==> config.mk <==
export PLATFORM = sky130hd
export DESIGN_NAME = ceespu_fetch_flat
export DESIGN_NICKNAME = d
export VERILOG_FILES = /design/src/rtl/ceespu_fetch_pkg.sv /design/src/rtl/ceespu_fetch_if.sv /design/src/rtl/ceespu_fetch.sv /design/src/flat_wrapper.sv
export SDC_FILE = /design/constraint.sdc
export NUM_CORES = 1
export LEC_CHECK = 0
export CAP_MARGIN = 20
export CORE_AREA = 3 3 107 109
export DETAILED_ROUTE_END_ITERATION = 12
export DIE_AREA = 0 0 110 112
export PLACE_DENSITY = 0.84
export REMOVE_ABC_BUFFERS = 1
export SYNTH_ARGS = -nofsm -noshare
export SYNTH_HDL_FRONTEND = slang
export SYNTH_SLANG_ARGS = --single-unit
==> constraint.sdc <==
create_clock -name I_clk -period 3.87 [get_ports I_clk]
set_clock_uncertainty 0.15 [all_clocks]
set_input_delay 0.5805 -clock I_clk [delete_from_list [all_inputs] [get_ports I_clk]]
set_output_delay 0.5805 -clock I_clk [all_outputs]
set_load 0.03 [all_outputs]
==> src/rtl/ceespu_fetch_pkg.sv <==
// Shared definitions for the ceespu instruction-fetch stage.
//   ADDR_W  instruction address width (matches ceespu_pc)
//   DATA_W  instruction word width
//   NOP     value shown on O_instr whenever O_valid is low
//   fetch_slot_t  one {instruction, address} pair as held by the skid/output registers
//   upd_e         which register-update path is taken on the coming edge
package ceespu_fetch_pkg;

  localparam int ADDR_W = 25;
  localparam int DATA_W = 32;
  localparam logic [DATA_W-1:0] NOP = 32'h0;

  typedef struct packed {
    logic [DATA_W-1:0] instr;
    logic [ADDR_W-1:0] pc;
  } fetch_slot_t;

  typedef enum logic [2:0] {
    UPD_FLUSH,      // branch: drop everything held or arriving
    UPD_FROM_SKID,  // output free, skid holds an instruction
    UPD_FROM_REQ,   // output free, imem response arriving
    UPD_DRAIN,      // output free, nothing to present
    UPD_TO_SKID,    // output blocked, park the arriving response
    UPD_HOLD        // output blocked, nothing arriving
  } upd_e;

  // Priority order matters: branch beats everything, and the skid must
  // drain before a fresh response may reach the output.
  function automatic upd_e next_update(input logic branch,
                                       input logic out_free,
                                       input logic skid_valid,
                                       input logic req_valid);
    if (branch)                  return UPD_FLUSH;
    if (out_free && skid_valid)  return UPD_FROM_SKID;
    if (out_free && req_valid)   return UPD_FROM_REQ;
    if (out_free)                return UPD_DRAIN;
    if (req_valid)               return UPD_TO_SKID;
    return UPD_HOLD;
  endfunction

endpackage

==> src/rtl/ceespu_fetch_if.sv <==
// Fetch-stage bus: PC unit / imem / decode signals bundled in one place.
//   slave  modport: the fetch stage itself
//   master modport: the surrounding pipeline (PC unit, imem, decode)
//   I_pc         fetch address from ceespu_pc
//   I_branch     branch taken this cycle
//   I_stall      decode cannot accept O_instr
//   I_imem_data  imem read data, valid the cycle after O_imem_en
//   O_imem_addr  imem address (= I_pc)
//   O_imem_en    imem read enable
//   O_pc_stall   hold ceespu_pc
//   O_instr      instruction to decode
//   O_instr_pc   address of O_instr
//   O_valid      O_instr/O_instr_pc valid
interface ceespu_fetch_if;
  import ceespu_fetch_pkg::*;

  logic [ADDR_W-1:0] I_pc;
  logic              I_branch;
  logic              I_stall;
  logic [DATA_W-1:0] I_imem_data;
  logic [ADDR_W-1:0] O_imem_addr;
  logic              O_imem_en;
  logic              O_pc_stall;
  logic [DATA_W-1:0] O_instr;
  logic [ADDR_W-1:0] O_instr_pc;
  logic              O_valid;

  modport slave (
    input  I_pc, I_branch, I_stall, I_imem_data,
    output O_imem_addr, O_imem_en, O_pc_stall, O_instr, O_instr_pc, O_valid
  );

  modport master (
    output I_pc, I_branch, I_stall, I_imem_data,
    input  O_imem_addr, O_imem_en, O_pc_stall, O_instr, O_instr_pc, O_valid
  );

endinterface

==> src/rtl/ceespu_fetch.sv <==
// ceespu_fetch: instruction-fetch stage between ceespu_pc and decode.
// Issues one imem read per PC advance, tracks the read in flight, and
// presents {instruction, PC} to decode with a valid/stall handshake.
// A 1-entry skid register catches the response that is already in flight
// when decode stalls; the PC unit is held while the skid is occupied.
// Ports:
//   I_clk  clock, all state updates on posedge
//   I_rst  synchronous, active-high reset
//   bus    ceespu_fetch_if.slave (PC, imem and decode signals)
module ceespu_fetch
  import ceespu_fetch_pkg::*;
(
  input  logic            I_clk,
  input  logic            I_rst,
  ceespu_fetch_if.slave   bus
);

  // Read in flight: issued last cycle, data arrives on I_imem_data now.
  logic              req_valid;
  logic [ADDR_W-1:0] req_pc;

  // Skid register.
  logic              skid_valid;
  fetch_slot_t       skid;

  // Output register.
  logic              out_valid;
  fetch_slot_t       out;

  logic              pc_stall;
  logic              imem_en;
  logic              out_free;
  fetch_slot_t       resp;
  upd_e              upd;

  always_comb begin
    pc_stall = skid_valid | (out_valid & bus.I_stall);
    imem_en  = ~I_rst & ~pc_stall & ~bus.I_branch;
    out_free = ~out_valid | ~bus.I_stall;
    resp     = '{instr: bus.I_imem_data, pc: req_pc};
    upd      = next_update(bus.I_branch, out_free, skid_valid, req_valid);
  end

  // NOTE: all state below uses non-blocking assignments so every register
  // samples pre-edge values; blocking here would chain req -> out in one edge.
  always_ff @(posedge I_clk) begin
    if (I_rst) begin
      // NOTE: the data fields are cleared too so O_instr/O_instr_pc come out
      // of reset at known values (NOP / 0) rather than stale contents.
      req_valid  <= 1'b0;
      req_pc     <= '0;
      skid_valid <= 1'b0;
      skid       <= '0;
      out_valid  <= 1'b0;
      out        <= '{instr: NOP, pc: '0};
    end else begin
      req_valid <= imem_en;
      req_pc    <= bus.I_pc;
      unique case (upd)
        UPD_FLUSH: begin
          // imem_en is already low during a branch, so the in-flight read
          // (arriving now) is simply never captured.
          req_valid  <= 1'b0;
          skid_valid <= 1'b0;
          out_valid  <= 1'b0;
          out.instr  <= NOP;
        end
        UPD_FROM_SKID: begin
          out        <= skid;
          out_valid  <= 1'b1;
          skid_valid <= 1'b0;
        end
        UPD_FROM_REQ: begin
          out       <= resp;
          out_valid <= 1'b1;
        end
        UPD_DRAIN: begin
          out_valid <= 1'b0;
          out.instr <= NOP;
        end
        UPD_TO_SKID: begin
          skid       <= resp;
          skid_valid <= 1'b1;
        end
        default: ;
      endcase
    end
  end

  assign bus.O_imem_addr = bus.I_pc;
  assign bus.O_imem_en   = imem_en;
  assign bus.O_pc_stall  = pc_stall;
  assign bus.O_instr     = out.instr;
  assign bus.O_instr_pc  = out.pc;
  assign bus.O_valid     = out_valid;

  // The PC is held while the skid is full, so no read can be in flight then.
  a_skid_req_exclusive: assert property (
    @(posedge I_clk) disable iff (I_rst) !(skid_valid && req_valid));

  // A response must never be parked on top of an occupied skid.
  a_no_skid_overflow: assert property (
    @(posedge I_clk) disable iff (I_rst) !(upd == UPD_TO_SKID && skid_valid));

endmodule

==> src/flat_wrapper.sv <==
// flat-port wrapper written by rule: the top's interface ports become plain ports
module ceespu_fetch_flat import ceespu_fetch_pkg::*;
  (I_clk, I_rst, bus_I_pc, bus_I_branch, bus_I_stall, bus_I_imem_data, bus_O_imem_addr, bus_O_imem_en, bus_O_pc_stall, bus_O_instr, bus_O_instr_pc, bus_O_valid);
  ceespu_fetch_if bus_i ();
  input  logic I_clk;
  input  logic I_rst;
  input wire logic [$bits(bus_i.I_pc)-1:0] bus_I_pc;
  input wire logic [$bits(bus_i.I_branch)-1:0] bus_I_branch;
  input wire logic [$bits(bus_i.I_stall)-1:0] bus_I_stall;
  input wire logic [$bits(bus_i.I_imem_data)-1:0] bus_I_imem_data;
  output wire logic [$bits(bus_i.O_imem_addr)-1:0] bus_O_imem_addr;
  output wire logic [$bits(bus_i.O_imem_en)-1:0] bus_O_imem_en;
  output wire logic [$bits(bus_i.O_pc_stall)-1:0] bus_O_pc_stall;
  output wire logic [$bits(bus_i.O_instr)-1:0] bus_O_instr;
  output wire logic [$bits(bus_i.O_instr_pc)-1:0] bus_O_instr_pc;
  output wire logic [$bits(bus_i.O_valid)-1:0] bus_O_valid;
  assign bus_i.I_pc = bus_I_pc;
  assign bus_i.I_branch = bus_I_branch;
  assign bus_i.I_stall = bus_I_stall;
  assign bus_i.I_imem_data = bus_I_imem_data;
  assign bus_O_imem_addr = bus_i.O_imem_addr;
  assign bus_O_imem_en = bus_i.O_imem_en;
  assign bus_O_pc_stall = bus_i.O_pc_stall;
  assign bus_O_instr = bus_i.O_instr;
  assign bus_O_instr_pc = bus_i.O_instr_pc;
  assign bus_O_valid = bus_i.O_valid;
  ceespu_fetch u_core (.I_clk(I_clk), .I_rst(I_rst), .bus(bus_i));
endmodule
==> results.md <==
- Status: finished clean
- Number of synthesized flops with an enable pin: 0
- Crit path from: bus_I_stall
- Most frequent cells in the layout: clkdlybuf4s50_1, dfxtp_1, nand2_1, a21oi_1, nor2_1
- Vias: 4886
- Worst slew pin tran: about 1100 ps
- Postcts setup bufs: 0
- Post-route DRC: 0
- Required time worst endpoint: 3140 ps
- CTS tree: done
- Chip width: 110 um
- Hold-fix buffers, CTS: 0
- Hold/Removal Path Class: reg -> reg
- Final HPWL from detailed placement: around 8700 um
- Die area: 12320 sq um
- Core ar.: 10700 sq um
- Reg2reg path depth: 5
- Post-Synthesis Cells: between 600 and 700
- Area Growth Syn to Fin: 33.93%
- FILL cells: around 800
- WHS Path Cells: 2
- Reg2reg start: u_core.req_valid$_SDFF_PP0_
- Die height: ~110 um
- Pins Over Slew Limit: 0
- Commonest non-fill, non-tap cell in the layout: clkdlybuf4s50_1
- Num CTS Buffers: 17
- First-pass GRT wire length: around 23000 um
- Area leader, netlist: dfxtp_1
- Initial Util: 51.30%
- Share of layout cells above drive strength 1: 6.242%
- Final Hold Viols: 0
- Crit Path Class: in -> out
- Fin crit share: about three quarters
- Post-layout util: between 60% and 70%
- PD cells: 485.0 nW/um^2
- CTS resizes: 0
- Clock slew at reported path FFs: 60 ps
- LEAKAGE: 2.697 nW
- R2R Path End: u_core.skid[12]$_SDFFE_PP0P_
- Syn Std Cell Area: 5488 sq um
- Vias in the first global route: slightly below 5000
- Insertion delay to the later sink of the worst-skew pair: 510 ps
- CP arrival: 2170 ps
- Final WS setup: between 900 and 1000 ps
- Setup crit start kind: input pin
- Number of diodes: 0
- Yosys cell types: 24
- GRT overflow: 0
- TNS Setup: 0 ps
- Worst slack at placement: slightly below 1000 ps
- Vias per std cell: 5.571
- Max transition margin: between 20% and 30%
- Yosys reg bits: 142
- Clock root buffer: clkbuf_8
- Final instance area: 7350 sq um
- Final net count: approximately 790
- Sink Count: 142
- Placed cell area: between 6000 and 7000 sq um
- Max IR drop VDD: 0.2202 mV
- CTS max path bufs: 2
- Setup crit end: bus_O_imem_en
- Fraction of registers with async set/reset: 0%
- Initial antenna violation count: 0
- I/O pins: roughly 150
- H-tree levels: 4
- PortBufs: around 150
- Row count: 38
- Sequential area share after synthesis: 51.80%
- Gp weighted congestion: 0.7817
- Largest net degree at the start of global routing: roughly 110
- Max Cap Viol: 0
- Global-route usage over all layers: 22.96%
- Crit. End Element: output pin
- Iteration-0 DRC Markers: 303
- Wire per inst: about 16 um
- Reg2Reg Setup Slack: 1560 ps
- RSZ-0062 raised after global routing: no
- Most used DFF post-synth: dfxtp_1
- Synth top area share: about half
- Min Hold Slack: roughly 300 ps
- Post-route ant nets: 0
- Final wirelength: 13990 um
- Crit Path Max Fanout: 5
- Peak Freq: around 350 MHz
- Tmin final: 2897 ps
- Endpoints failing setup: 0
- First-pass detailed-route iteration total: 5
- Top post-synthesis cells by area: dfxtp_1, a221oi_1, nand2_1
- Syn Area/Cell: between 8 and 9 sq um
- Yosys warning count: 0
-- registers in the layout (all words and copies together), names as in the netlist --
register and count:
u_core.bus.O_instr 32, u_core.bus.O_instr_pc 25, u_core.bus.O_valid 1, u_core.req_pc 25
u_core.req_valid 1, u_core.skid 57, u_core.skid_valid 1
-- cells in the mapped netlist (2+ instances only) --
cell type and n:
a21oi_1 59, a221oi_1 56, buf_2 23, buf_4 28
buf_6 6, clkbuf_1 23, dfxtp_1 142, inv_1 25
nand2_1 115, nor2_1 58, nor2b_1 27, nor3_1 33
nor4_1 2, o22a_1 24
-- stage by stage --
stage | power (mW) | cells
floorplan | 1.709 | 550
global placement | 1.936 | 844
detailed placement | 1.945 | 844
CTS | 3.586 | 875
global route | 3.678 | 877
finish | 3.565 | 877
-- worst max-delay path, stage by stage --
cell	delay [ps]
clkdlybuf4s50_1	480
and2_1	220
nor4_1	170
clkdlybuf4s50_1	720
-- cell type report --
type / instances / area, sq um / area share (%)
multi-input combinational: 383 / 2074 / 28.23
clock inverter: 10 / 163.9 / 2.230
tap: 140 / 175.2 / 2.383
clock buffer: 21 / 439.2 / 5.975
inverter: 25 / 93.84 / 1.277
sequential: 142 / 2844 / 38.70
timing repair buffer: 156 / 1559 / 21.21
-- worst min path at each step --
stage | startpoint | endpoint | slack [ps]
after floorplan | u_core.req_pc[0]$_SDFF_PP0_ | u_core.skid[0]$_SDFFE_PP0P_ | 280
final | u_core.req_pc[17]$_SDFF_PP0_ | u_core.skid[17]$_SDFFE_PP0P_ | 300
after CTS | u_core.req_pc[17]$_SDFF_PP0_ | u_core.skid[17]$_SDFFE_PP0P_ | 300
after global placement | u_core.req_pc[9]$_SDFF_PP0_ | u_core.skid[9]$_SDFFE_PP0P_ | 290
after global routing | I_rst | u_core.bus.O_instr_pc[20]$_SDFFE_PP0P_ | 300
after detailed placement | u_core.req_pc[17]$_SDFF_PP0_ | u_core.skid[17]$_SDFFE_PP0P_ | 300
-- per-layer routing --
metal	track usage (%)	share of wire, %	vias to the layer above
li1	-	-	2331
met1	28.14	41	2300
met2	37.86	48	245
met3	6.609	9.6	10
met4	8.645	0.69	0
met5	0	0	-
-- logic make-up after synthesis --
| family | count (synthesis) | share of synthesized area (%) |
|---|---|---|
| AO/OA/AOI/OAI | 141 | 18.42 |
| buffers and inverters | 106 | 10.51 |
| flip-flops | 142 | 51.80 |
| AND/OR/NAND/NOR | 242 | 19.27 |
-- where the power goes --
| group | switching, mW | leakage [nW] | internal [mW] |
|---|---|---|---|
| clock network | 0.584 | 0.292 | 1.06 |
| logic | 0.203 | 1.25 | 0.181 |
| registers | 0.0276 | 1.16 | 1.51 |
Note: power is estimated with default switching activity, not from simulation.
